--- src/rtl/special_item_spawner.sv ---
// rtl/special_item_spawner.sv - picks wall-free cells for the plus/minus items, hands them to the drawer, tracks pickups
module special_item_spawner #(
  parameter int          GRID_W         = 24,
  parameter int          GRID_H         = 24,
  parameter int          RESPAWN_FRAMES = 600,
  parameter int          MAX_TRIES      = 32,
  parameter logic [15:0] LFSR_SEED      = 16'hACE1
) (
  input  logic       clk,
  input  logic       reset,
  input  logic       enable,
  input  logic       frame_tick,
  input  logic [4:0] player_x,
  input  logic [4:0] player_y,
  output logic [9:0] maze_addr,
  input  logic       maze_wall,
  output logic [4:0] x_plus,
  output logic [4:0] y_plus,
  output logic [4:0] x_minus,
  output logic [4:0] y_minus,
  output logic       plus_active,
  output logic       minus_active,
  output logic       draw_special,
  input  logic       draw_done,
  output logic       bonus_pulse,
  output logic       penalty_pulse
);

  localparam int TCW = $clog2(MAX_TRIES + 1);
  localparam int TMW = $clog2(RESPAWN_FRAMES + 1);
  localparam logic [TCW-1:0] TRY_LAST = TCW'(MAX_TRIES - 1);

  typedef enum logic [2:0] {
    S_IDLE, S_PICK, S_WAIT, S_CHECK, S_BACKOFF, S_DRAW, S_ARMED
  } state_t;

  state_t         state, state_nxt;
  logic [15:0]    lfsr;
  logic [TCW-1:0] try_cnt;
  logic [TMW-1:0] timer;
  logic           pend_m;
  logic [4:0]     cand_x, cand_y;
  logic [4:0]     cx, cy;
  logic           in_range, accept, reject, last_try, take_plus, take_minus;

  assign cx        = lfsr[4:0];
  assign cy        = lfsr[9:5];
  assign in_range  = (int'(cx) < GRID_W) && (int'(cy) < GRID_H);
  // pend_m means the plus cell is already chosen, so the minus must avoid it
  assign accept    = !maze_wall
                   && !(cand_x == player_x && cand_y == player_y)
                   && !(pend_m && cand_x == x_plus && cand_y == y_plus);
  assign reject    = (state == S_PICK && !in_range) || (state == S_CHECK && !accept);
  assign last_try  = (try_cnt == TRY_LAST);
  assign take_plus  = enable && state == S_ARMED && plus_active
                    && player_x == x_plus && player_y == y_plus;
  assign take_minus = enable && state == S_ARMED && minus_active
                    && player_x == x_minus && player_y == y_minus;

  always_ff @(posedge clk or posedge reset) begin
    if (reset) lfsr <= LFSR_SEED;
    else       lfsr <= {1'b0, lfsr[15:1]} ^ (lfsr[0] ? 16'hB400 : 16'h0000);
  end

  always_ff @(posedge clk or posedge reset) begin
    if (reset) state <= S_IDLE;
    else       state <= state_nxt;
  end

  always_comb begin
    state_nxt = state;
    case (state)
      S_IDLE:    state_nxt = S_PICK;
      S_PICK:    if (in_range)      state_nxt = S_WAIT;
                 else if (last_try) state_nxt = S_BACKOFF;
      S_WAIT:    state_nxt = S_CHECK;
      S_CHECK:   if (accept)        state_nxt = pend_m ? S_DRAW : S_PICK;
                 else if (last_try) state_nxt = S_BACKOFF;
                 else               state_nxt = S_PICK;
      S_BACKOFF: if (frame_tick)    state_nxt = S_PICK;
      S_DRAW:    if (draw_done)     state_nxt = S_ARMED;
      S_ARMED:   if ((!plus_active && !minus_active) || timer == '0) state_nxt = S_PICK;
      default:   state_nxt = S_IDLE;
    endcase
    if (!enable) state_nxt = S_IDLE;
  end

  always_comb begin
    draw_special = (state == S_DRAW);
  end

  always_ff @(posedge clk or posedge reset) begin
    if (reset) begin
      maze_addr     <= '0;
      cand_x        <= '0;
      cand_y        <= '0;
      x_plus        <= '0;
      y_plus        <= '0;
      x_minus       <= '0;
      y_minus       <= '0;
      plus_active   <= 1'b0;
      minus_active  <= 1'b0;
      bonus_pulse   <= 1'b0;
      penalty_pulse <= 1'b0;
      try_cnt       <= '0;
      timer         <= '0;
      pend_m        <= 1'b0;
    end else begin
      bonus_pulse   <= take_plus;
      penalty_pulse <= take_minus;

      if (state == S_PICK && in_range) begin
        cand_x    <= cx;
        cand_y    <= cy;
        maze_addr <= 10'(cy) * 10'(GRID_W) + 10'(cx);
      end

      if (state == S_IDLE || (state == S_BACKOFF && frame_tick) || (state == S_CHECK && accept))
        try_cnt <= '0;
      else if (reject)
        try_cnt <= try_cnt + TCW'(1);

      if (state == S_IDLE || state == S_ARMED)
        pend_m <= 1'b0;
      else if (state == S_CHECK && accept)
        pend_m <= 1'b1;

      if (state == S_CHECK && accept) begin
        if (pend_m) begin
          x_minus <= cand_x;
          y_minus <= cand_y;
        end else begin
          x_plus  <= cand_x;
          y_plus  <= cand_y;
        end
      end

      // leaving ARMED for any reason retires whatever is still on the board
      if (state == S_ARMED) begin
        if (state_nxt != S_ARMED) begin
          plus_active  <= 1'b0;
          minus_active <= 1'b0;
        end else begin
          if (take_plus)  plus_active  <= 1'b0;
          if (take_minus) minus_active <= 1'b0;
        end
      end else begin
        plus_active  <= (state == S_DRAW) && draw_done && enable;
        minus_active <= (state == S_DRAW) && draw_done && enable;
      end

      if (state == S_DRAW && draw_done)
        timer <= TMW'(RESPAWN_FRAMES);
      else if (state == S_ARMED && frame_tick && timer != '0)
        timer <= timer - TMW'(1);
    end
  end

endmodule
--- config.mk ---
export PLATFORM = sky130hd
export DESIGN_NAME = special_item_spawner
export DESIGN_NICKNAME = d
export VERILOG_FILES = /design/src/rtl/special_item_spawner.sv
export SDC_FILE = /design/constraint.sdc
export NUM_CORES = 1
export LEC_CHECK = 0
export ABC_AREA = 0
export CAP_MARGIN = 20
export CORE_ASPECT_RATIO = 1.75
export CORE_MARGIN = 2
export CORE_UTILIZATION = 40
export CTS_CLUSTER_SIZE = 8
export DETAILED_ROUTE_END_ITERATION = 10
export HOLD_SLACK_MARGIN = 0.15
export PLACE_DENSITY = 0.72
export SYNTH_ARGS = -nofsm -noshare
export SYNTH_HDL_FRONTEND = slang
export SYNTH_SLANG_ARGS = --single-unit
export TNS_END_PERCENT = 5
--- constraint.sdc ---
create_clock -name clk -period 6.7 [get_ports clk]
set_input_delay 2.01 -clock clk [delete_from_list [all_inputs] [get_ports clk]]
set_output_delay 2.01 -clock clk [all_outputs]
set_load 0.01 [all_outputs]
==> out/results.tsv, run 1 <==
stage	metric	value	unit
routing	drt_iter0_markers	125	
synthesis	syn_area	3930	um^2
worst_setup_path	cp.required	6.92	ns
power_and_ir_drop	p_leak	2.20	nW
routing	drc_errors	0	
finish	final-seq-area	1940	um^2
floorplan	die_h	135	um
clocking	ctsResizeCount	0	
synthesis	yosysTopAreaCell	dfrtp_1	
global_routing	grt_max_degree	78	
routing	wl	9010	um
timing	fin_skew	0.00685	ns
timing	final.min_clock_period	4.08	ns
clocking	hold_buffers	0	
timing	fin_tns_setup	0	ns
power_and_ir_drop	ir_drop	0.136	mV
clocking	cts_tree	done	
clocking	clockBufferDepth	2	
floorplan	std_cell_rows	47	
placement	portBuffers	50	
worst_setup_path	path_class	input pin to register	
floorplan	fp.coreArea	9530	um^2
synthesis	synth_commonest_cells	69 x dfrtp_1, 32 x xnor2_1, 30 x mux2_2	
floorplan	die_w	79.0	um
clocking	cts_inserted_buffers	9	
global_routing	grt_pass1_wl	15200	um
synthesis	yosysMostFrequentCell	dfrtp_1	
placement	dp_hpwl	6680	um
worst_setup_path	end_kind	register	
power_and_ir_drop	powerDensity	217	nW/um^2
routing	vias	2759	
worst_setup_path	cp.arrival	4.30	ns
synthesis	yosys_warnings	0	
floorplan	dieArea	10700	um^2
flow_run	drv_cap	0	
finish	antenna_cells	0	
synthesis	synth_cell_types	52	
finish	multi_input_area	1900	um^2
timing	maxSlewHeadroom	35.4	%
outcome	status	finished, final reports clean	
worst_hold_path	hp-class	register to register	
worst_setup_path	r2r_slack	3.65	ns
routing	via_per_inst	5.36	
clocking	cts.sinks	77	
finish	area_growth	22.9	%
placement	place.gp.congestion	0.810	
timing	max_freq	245	MHz
routing	detail_route.first_pass.iterations	4	
synthesis	synth-edff-count	0	
clocking	postCtsSetupBuffers	0	
floorplan	io_pins	51	
floorplan	start_util	41.3	%
synthesis	synth-seq-cells	77	
finish	final_nets	416	
routing	antenna_left	0	
global_routing	grt_pass1_vias	2994	
clocking	clock-root-buffer	clkbuf_16	
timing	grt_setup_unrepaired	false	
synthesis	syn_inst	336	
timing	post-route-period-util	60.8	%
synthesis	synth_area_leaders	dfrtp_1 44%, mux2_2 8.6%, xnor2_1 7.1%	
synthesis	synth.top_cell.area_share	43.9	%
clocking	clk_latency	0.34	ns
timing	hold_viol	0	
synthesis	syn_nets	364	
synthesis	ys_seq_area_share	49.2	%
timing	worst_slew_pin_slew	0.969	ns
timing	setup_viol	0	
timing	holdWs	0.359	ns
global_routing	gr-total-overflow	0	
global_routing	grt_antenna_before_repair	0	
synthesis	avgSynthCellArea	11.7	um^2
routing	wl_per_cell	17.5	um
clocking	clk_pin_slew	0.06	ns
worst_setup_path	cp-start-kind	input pin	
finish	drive_above_1_share	16.0	%
synthesis	async_flop_share	100	%
timing	drv_slew	0	
clocking	h-tree-depth	3	
synthesis	synth_ff_type	dfrtp_1	
worst_setup_path	cp_max_fo	16	
global_routing	grt_use_total	18.6	%
finish	filler_cell_count	862	
-- path summary, 6_finish.rpt --
path,endpoint,cells after the start,startpoint
min in group asynchronous,minus_active,3,reset
max in group asynchronous,cand_y[3],3,reset
worst min register to register,lfsr[11],0,lfsr[12]
worst max-delay path,y_minus[0],6,player_x[4]
worst min-delay path,lfsr[11],0,lfsr[12]
worst max register to register,minus_active,6,lfsr[9]
-- per-stage QoR --
stage	total power [mW]	setup WS [ns]	utilization [%]	std cells	cell area (um^2)
floorplan	0.534	2.74	-	336	3930
global placement	0.560	2.31	47.5	499	4530
detailed placement	0.562	2.27	47.5	499	4530
CTS	1.06	2.61	50.8	515	4840
global route	1.09	2.50	50.8	515	4840
finish	1.05	2.62	50.8	515	4840
-- area by class of cell --
cell class                 count  share of cell area [%]
tap                          122                    3.16
multi-input combinational    240                    39.2
sequential                    77                    40.1
clock buffer                   9                    4.66
timing repair buffer          51                    10.5
clock inverter                 7                    1.71
inverter                       9                   0.699
-- cells in the final DEF, fill, tap and decap left out, drive strengths merged, types with 8 or more instances in the layout --
| master | n |
|---|---|
| clkbuf | 9 |
| clkdlybuf4s50 | 50 |
| dfrtp | 69 |
| dfstp | 8 |
| ha | 10 |
| inv | 11 |
| mux2 | 31 |
| nand2 | 17 |
| nand3 | 9 |
| nor2 | 16 |
| o21ai | 16 |
| xnor2 | 32 |
| xor2 | 25 |
-- logic make-up after synthesis --
| group | Yosys count | synth area share, % |
|---|---|---|
| compound gates | 54 | 9.76 |
| xor+xnor | 57 | 12.7 |
| fa+ha+maj | 12 | 4.20 |
| buf+inv | 19 | 2.54 |
| flops | 77 | 49.2 |
| mux | 36 | 10.1 |
| simple gates | 81 | 11.4 |
-- state kept, by name (all words and copies together) (netlist names) --
signal         cells
pend_m             1
bonus_pulse        1
plus_active        1
x_minus            5
cand_y             5
y_plus             5
lfsr              16
y_minus            5
maze_addr         10
minus_active       1
penalty_pulse      1
try_cnt            6
cand_x             2
state              3
x_plus             5
timer             10
-- where the power goes --
group	internal, mW	switching, mW
clock	0.293	0.203
combinational	0.0292	0.0457
sequential	0.471	0.00793
-- critical path: stages --
cell and delay (ns):
clkdlybuf4s50_1 0.56, xor2_1 0.22, nor4_1 0.09, a41o_1 0.47
nor3_4 0.55, mux2_2 0.39
-- routing by layer --
metal	track usage (%)	wire, um	vias to the layer above
li1	-	-	1301
met5	0	0	-
met2	34.2	5000	46
met4	9.20	286	0
met3	4.07	263	18
met1	19.5	3460	1394
Note: power is estimated with default switching activity, not from simulation.
==> run 2: changes to the inputs <==
==> constraint.sdc (replaced) <==
create_clock -name clk -period 4.25 [get_ports clk]
set_input_delay 1.275 -clock clk [delete_from_list [all_inputs] [get_ports clk]]
set_output_delay 1.275 -clock clk [all_outputs]
set_load 0.01 [all_outputs]
==> run 2 against run 1 <==
Against the previous run: clock power increased by 53%; core utilization rose by 0.32 points; final cell count rose by 0.58%; critical endpoint is now y_minus[4]; total power increased by 56%; critical path depth is the same; wire length fell by 1.3%; non-clock buffer count is 3 higher; critical path type unchanged; die area did not move; clock skew down 0.0019 ns; sequential cell count did not move; global-route usage down 0.58 points; via count decreased by 0.69%.
==> out/results.tsv, run 2 (synthesis gave the netlist of run 1 again) <==
stage	metric	value	unit	change
timing	post-route-period-util	78.2	%	
worst_setup_path	cp.arrival	3.55	ns	-0.75 ns
clocking	clk_latency	0.34	ns	about the same
power_and_ir_drop	powerDensity	337	nW/um^2	+55%
finish	final_nets	419		+0.72%
clocking	cts_tree	done		
timing	fin_ws	0.926	ns	-1.70 ns
global_routing	grt_pass1_wl	14400	um	-5.1%
floorplan	std_cell_rows	47		unchanged
global_routing	grt_pass1_vias	2862		-4.4%
clocking	cts.sinks	77		unchanged
finish	top_register	lfsr		
routing	drc_errors	0		unchanged
timing	fin_skew	0.00492	ns	-0.00194 ns
timing	setup_viol	0		unchanged
finish	final_common_cell	dfrtp_1		
finish	final_cell_area	4870	um^2	+0.62%
worst_setup_path	path_class	input pin to register		
routing	via_per_inst	5.29		-1.3%
routing	detail_route.first_pass.iterations	4		unchanged
placement	post-place-ws	0.626	ns	-1.64 ns
timing	worst_slew_pin_slew	0.845	ns	-0.124 ns
routing	antenna_left	0		unchanged
global_routing	gr-total-overflow	0		unchanged
worst_setup_path	end_kind	register		
floorplan	start_util	41.3	%	unchanged
finish	antenna_cells	0		unchanged
routing	vias	2740		-0.69%
floorplan	fp.coreArea	9530	um^2	unchanged
power_and_ir_drop	ir_drop	0.206	mV	+51%
timing	drv_slew	0		unchanged
finish	final_cell_mix	69 x dfrtp_1, 50 x clkdlybuf4s50_1, 32 x xnor2_1		
floorplan	die_w	79.0	um	unchanged
worst_setup_path	cp.required	4.47	ns	-2.45 ns
clocking	cts_inserted_buffers	9		unchanged
timing	grt_setup_unrepaired	false		
placement	portBuffers	50		unchanged
routing	wl_per_cell	17.2	um	-1.9%
worst_hold_path	hp-class	register to register		
power_and_ir_drop	p_comb_share	7.4	%	+0.3 points
timing	holdWs	0.349	ns	-0.00956 ns
global_routing	grt_antenna_before_repair	0		unchanged
global_routing	grt_use_total	18.0	%	-0.58 points
power_and_ir_drop	switchingPower	375	uW	+46%
power_and_ir_drop	p_int	1.26	mW	+59%
timing	maxSlewHeadroom	43.3	%	+7.8 points
clocking	postCtsSetupBuffers	0		unchanged
power_and_ir_drop	seqPwrFrac	46.1	%	+0.5 points
clocking	hold_buffers	0		unchanged
floorplan	dieArea	10700	um^2	unchanged
placement	placed_cell_area	4560	um^2	+0.77%
routing	wl	8890	um	-1.3%
power_and_ir_drop	power.share.clock	46.5	%	-0.8 points
clocking	ctsResizeCount	0		unchanged
routing	drt_iter0_markers	96		-23%
timing	final.min_clock_period	3.32	ns	
floorplan	die_h	135	um	unchanged
timing	fin_tns_setup	0	ns	unchanged
finish	largest_reg_flops	16		unchanged
placement	place.gp.congestion	0.821		+1.4%
clocking	clk_pin_slew	0.06	ns	about the same
timing	hold_viol	0		unchanged
power_and_ir_drop	swShare	22.9	%	-1.5 points
placement	dp_hpwl	6760	um	+1.2%
clocking	clockBufferDepth	2		unchanged
outcome	status	finished, final reports clean		
finish	reg_top3	lfsr (16), maze_addr (10), timer (10)		
finish	final_util	51.1	%	+0.32 points
finish	area_growth	23.7	%	
worst_setup_path	cp_max_fo	16		unchanged
clocking	clock-root-buffer	clkbuf_16		
floorplan	io_pins	51		unchanged
finish	drive_above_1_share	16.4	%	+0.38 points
worst_setup_path	cp-start-kind	input pin		
flow_run	drv_cap	0		unchanged
power_and_ir_drop	p_leak	2.21	nW	+0.64%
global_routing	grt_max_degree	40		-49%
clocking	h-tree-depth	3		unchanged
timing	max_freq	301	MHz	
## run 2: cell count changes in the layout (fill, tap and decap cells not counted), sizes merged
cell / change
buf: +3
clkbuf: +2
clkinv: -1
clkinvlp: +1
inv: -2
## run 2: per-layer routing
metal	routed length, um	GRT usage, %	vias up
met5	0	0	-
met4	185	9.10	0
met3	223	3.33	9
met2	5150	33.7	45
met1	3340	18.7	1376
li1	-	-	1310
## run 2: path summary, 6_finish.rpt
check / slack, ns / cells after the start / end / from
worst max register to register: 1.88 / 4 / y_minus[4] / state[0]
max in group asynchronous: 2.09 / 3 / lfsr[7] / reset
worst max-delay path: 0.93 / 6 / y_minus[4] / player_y[2]
min in group asynchronous: 1.41 / 2 / penalty_pulse / reset
worst min register to register: 0.35 / 0 / lfsr[11] / lfsr[12]
worst min-delay path: 0.35 / 0 / lfsr[11] / lfsr[12]
## run 2: stage by stage
step	cells	total power [mW]
3_5_place_dp	502	0.890
5_1_grt	518	1.70
2_1_floorplan	336	0.842
4_1_cts	518	1.66
6_report	518	1.64
3_3_place_gp	502	0.887
## run 2: critical path, stage by stage
cell             delay, ns
clkdlybuf4s50_1       0.60
xor2_1                0.18
nor4_1                0.07
a41o_1                0.45
nor3_4                0.56
mux2_2                0.40
## run 2: power by group through the flow
stage          registers, mW  clock network, mW  logic [mW]
2_1_floorplan          0.762                  0      0.0798
6_report               0.755              0.761       0.122
5_1_grt                0.756              0.809       0.134
3_5_place_dp           0.767                  0       0.123
4_1_cts                0.754              0.782       0.123
3_3_place_gp           0.767                  0       0.120
## run 2: area by class of cell
type | instances | area (um^2)
inverter | 9 | 33.8
clock inverter | 5 | 60.1
multi-input combinational | 240 | 1900
fill | 841 | 4660
tap | 122 | 153
clock buffer | 11 | 243
timing repair buffer | 54 | 543
sequential | 77 | 1940
==> run 3: changes to the inputs <==
==> constraint.sdc (replaced) <==
create_clock -name clk -period 3.45 [get_ports clk]
set_input_delay 1.035 -clock clk [delete_from_list [all_inputs] [get_ports clk]]
set_output_delay 1.035 -clock clk [all_outputs]
set_load 0.01 [all_outputs]
==> run 3 against run 2 <==
Against the previous run: final cell count grew 0.77%; count of clock-buffer cells in the layout shrank 1; worst hold slack gained 0.0045 ns; sequential cell count is the same; clock skew shrank 0.0013 ns; total power grew 22%; core utilization grew 0.21 points; first-iteration DRC count grew 2.1%; non-clock buffer count grew 4; sequential share of layout area shrank 0.16 points; clock power grew 21%; die area is the same.
==> out/results.tsv, run 3 (synthesis gave the netlist of run 1 again) <==
stage	metric	value	unit	change
timing	grt_setup_unrepaired	false		
timing	hold_viol	0		unchanged
flow_run	drv_cap	0		unchanged
clocking	clockBufferDepth	2		unchanged
timing	fin_tns_setup	0	ns	unchanged
finish	final_cell_mix	69 x dfrtp_1, 50 x clkdlybuf4s50_1, 32 x xnor2_1		
routing	drt_iter0_markers	98		+2.1%
worst_setup_path	cp.required	3.67	ns	-0.80 ns
timing	fin_skew	0.00365	ns	-0.00127 ns
power_and_ir_drop	total_power	2.00	mW	+22%
floorplan	die_w	79.0	um	unchanged
finish	fin_cells	522		+0.77%
routing	wl	9050	um	+1.8%
finish	final_util	51.3	%	+0.21 points
floorplan	fp.coreArea	9530	um^2	unchanged
routing	detail_route.first_pass.iterations	5		+1
clocking	clk_latency	0.33	ns	about the same
placement	place.gp.congestion	0.850		+3.5%
timing	holdWs	0.354	ns	+0.00453 ns
worst_hold_path	hp-class	register to register		
placement	post-place-ws	0.184	ns	-0.442 ns
timing	fin_ws	0.493	ns	-0.433 ns
finish	drive_above_1_share	17.3	%	+0.84 points
placement	dp_hpwl	6780	um	+0.35%
clocking	hold_buffers	0		unchanged
floorplan	std_cell_rows	47		unchanged
routing	wl_per_cell	17.3	um	+0.99%
clocking	postCtsSetupBuffers	0		unchanged
worst_setup_path	cp.arrival	3.17	ns	-0.38 ns
worst_hold_path	min-delay-start	lfsr[12]		
finish	largest_reg_flops	16		unchanged
power_and_ir_drop	ir_drop	0.291	mV	+42%
floorplan	die_h	135	um	unchanged
global_routing	grt_pass1_vias	2973		+3.9%
clocking	clock-root-buffer	clkbuf_16		
clocking	cts.sinks	77		unchanged
placement	portBuffers	50		unchanged
routing	via_per_inst	5.35		+1.1%
global_routing	grt_antenna_before_repair	0		unchanged
floorplan	start_util	41.3	%	unchanged
routing	vias	2791		+1.9%
worst_setup_path	cp-start-kind	input pin		
finish	reg_top3	lfsr (16), maze_addr (10), timer (10)		
worst_setup_path	path_class	input pin to register		
timing	maxSlewHeadroom	46.8	%	+3.6 points
power_and_ir_drop	powerDensity	410	nW/um^2	+22%
clocking	cts_tree	done		
timing	drv_slew	0		unchanged
power_and_ir_drop	p_leak	2.22	nW	+0.52%
routing	drc_errors	0		unchanged
finish	final_common_cell	dfrtp_1		
floorplan	io_pins	51		unchanged
routing	wl_met1	3480	um	+4.3%
timing	post-route-period-util	85.7	%	
timing	final.min_clock_period	2.96	ns	
finish	area_growth	24.2	%	
placement	place_inst	506		+0.80%
placement	placed_cell_area	4590	um^2	+0.66%
routing	top_layer	met4		
global_routing	grt_pass1_wl	14800	um	+3.0%
timing	max_freq	338	MHz	
global_routing	gr-total-overflow	0		unchanged
finish	final_cell_area	4890	um^2	+0.41%
global_routing	grt_use_total	18.2	%	+0.22 points
worst_setup_path	crit_path_start	player_x[4]		
clocking	clk_pin_slew	0.06	ns	about the same
worst_setup_path	rr_startpoint	state[0]		
worst_setup_path	cp_max_fo	10		-6
clocking	ctsResizeCount	0		unchanged
finish	filler_cell_count	829		-1.4%
global_routing	grt_max_degree	48		+20%
finish	top_register	lfsr		
finish	antenna_cells	0		unchanged
timing	setup_viol	0		unchanged
finish	final_nets	423		+0.95%
routing	antenna_left	0		unchanged
routing	wl_met2	5110	um	-0.60%
outcome	status	finished, final reports clean		
floorplan	dieArea	10700	um^2	unchanged
routing	wl_met3	283	um	+27%
timing	worst_slew_pin_slew	0.790	ns	-0.0541 ns
clocking	h-tree-depth	3		unchanged
clocking	cts_inserted_buffers	9		unchanged
worst_setup_path	end_kind	register		
-- run 3: changes by cell type in the layout (fill, tap and decap cells not counted), sizes merged --
| cell | before | now |
|---|---|---|
| clkinvlp | 1 | 2 |
| buf | 4 | 8 |
| clkbuf | 11 | 10 |
-- run 3: layout make-up --
class / count / area, um^2 / share of cell area, %
repair buffers: 58 / 573 / 11.7
flip-flops and latches: 77 / 1940 / 39.6
multi-input cells: 240 / 1900 / 38.8
inverters: 9 / 33.8 / 0.691
well taps: 122 / 153 / 3.12
clock buffers: 10 / 229 / 4.69
clock inverters: 6 / 63.8 / 1.31
-- run 3: report_power, final --
group / internal (mW) / total (mW) / switching, mW
sequential: 0.915 / 0.930 / 0.0155
clock: 0.558 / 0.919 / 0.361
combinational: 0.0648 / 0.155 / 0.0898
-- run 3: critical path, stage by stage --
cell and delay (ns):
clkdlybuf4s50_1 0.55, xor2_1 0.21, nor4_1 0.09, a41o_1 0.33, nor3_4 0.55, mux2_2 0.41
-- run 3: per-layer routing --
metal | vias to the layer above | track usage, %
met5 | - | 0
met4 | 0 | 6.70
met3 | 11 | 3.93
met2 | 52 | 34.4
met1 | 1415 | 19.4
li1 | 1313 | -
-- run 3: final timing paths --
path                               to  slack [ns]  cells past startpoint
hold / removal               lfsr[11]        0.35                      0
setup / recovery           x_minus[3]        0.49                      6
setup reg to reg           x_minus[3]        1.04                      4
max in group asynchronous     lfsr[0]        1.90                      3
hold reg to reg              lfsr[11]        0.35                      0
min in group asynchronous  x_minus[1]        0.94                      2
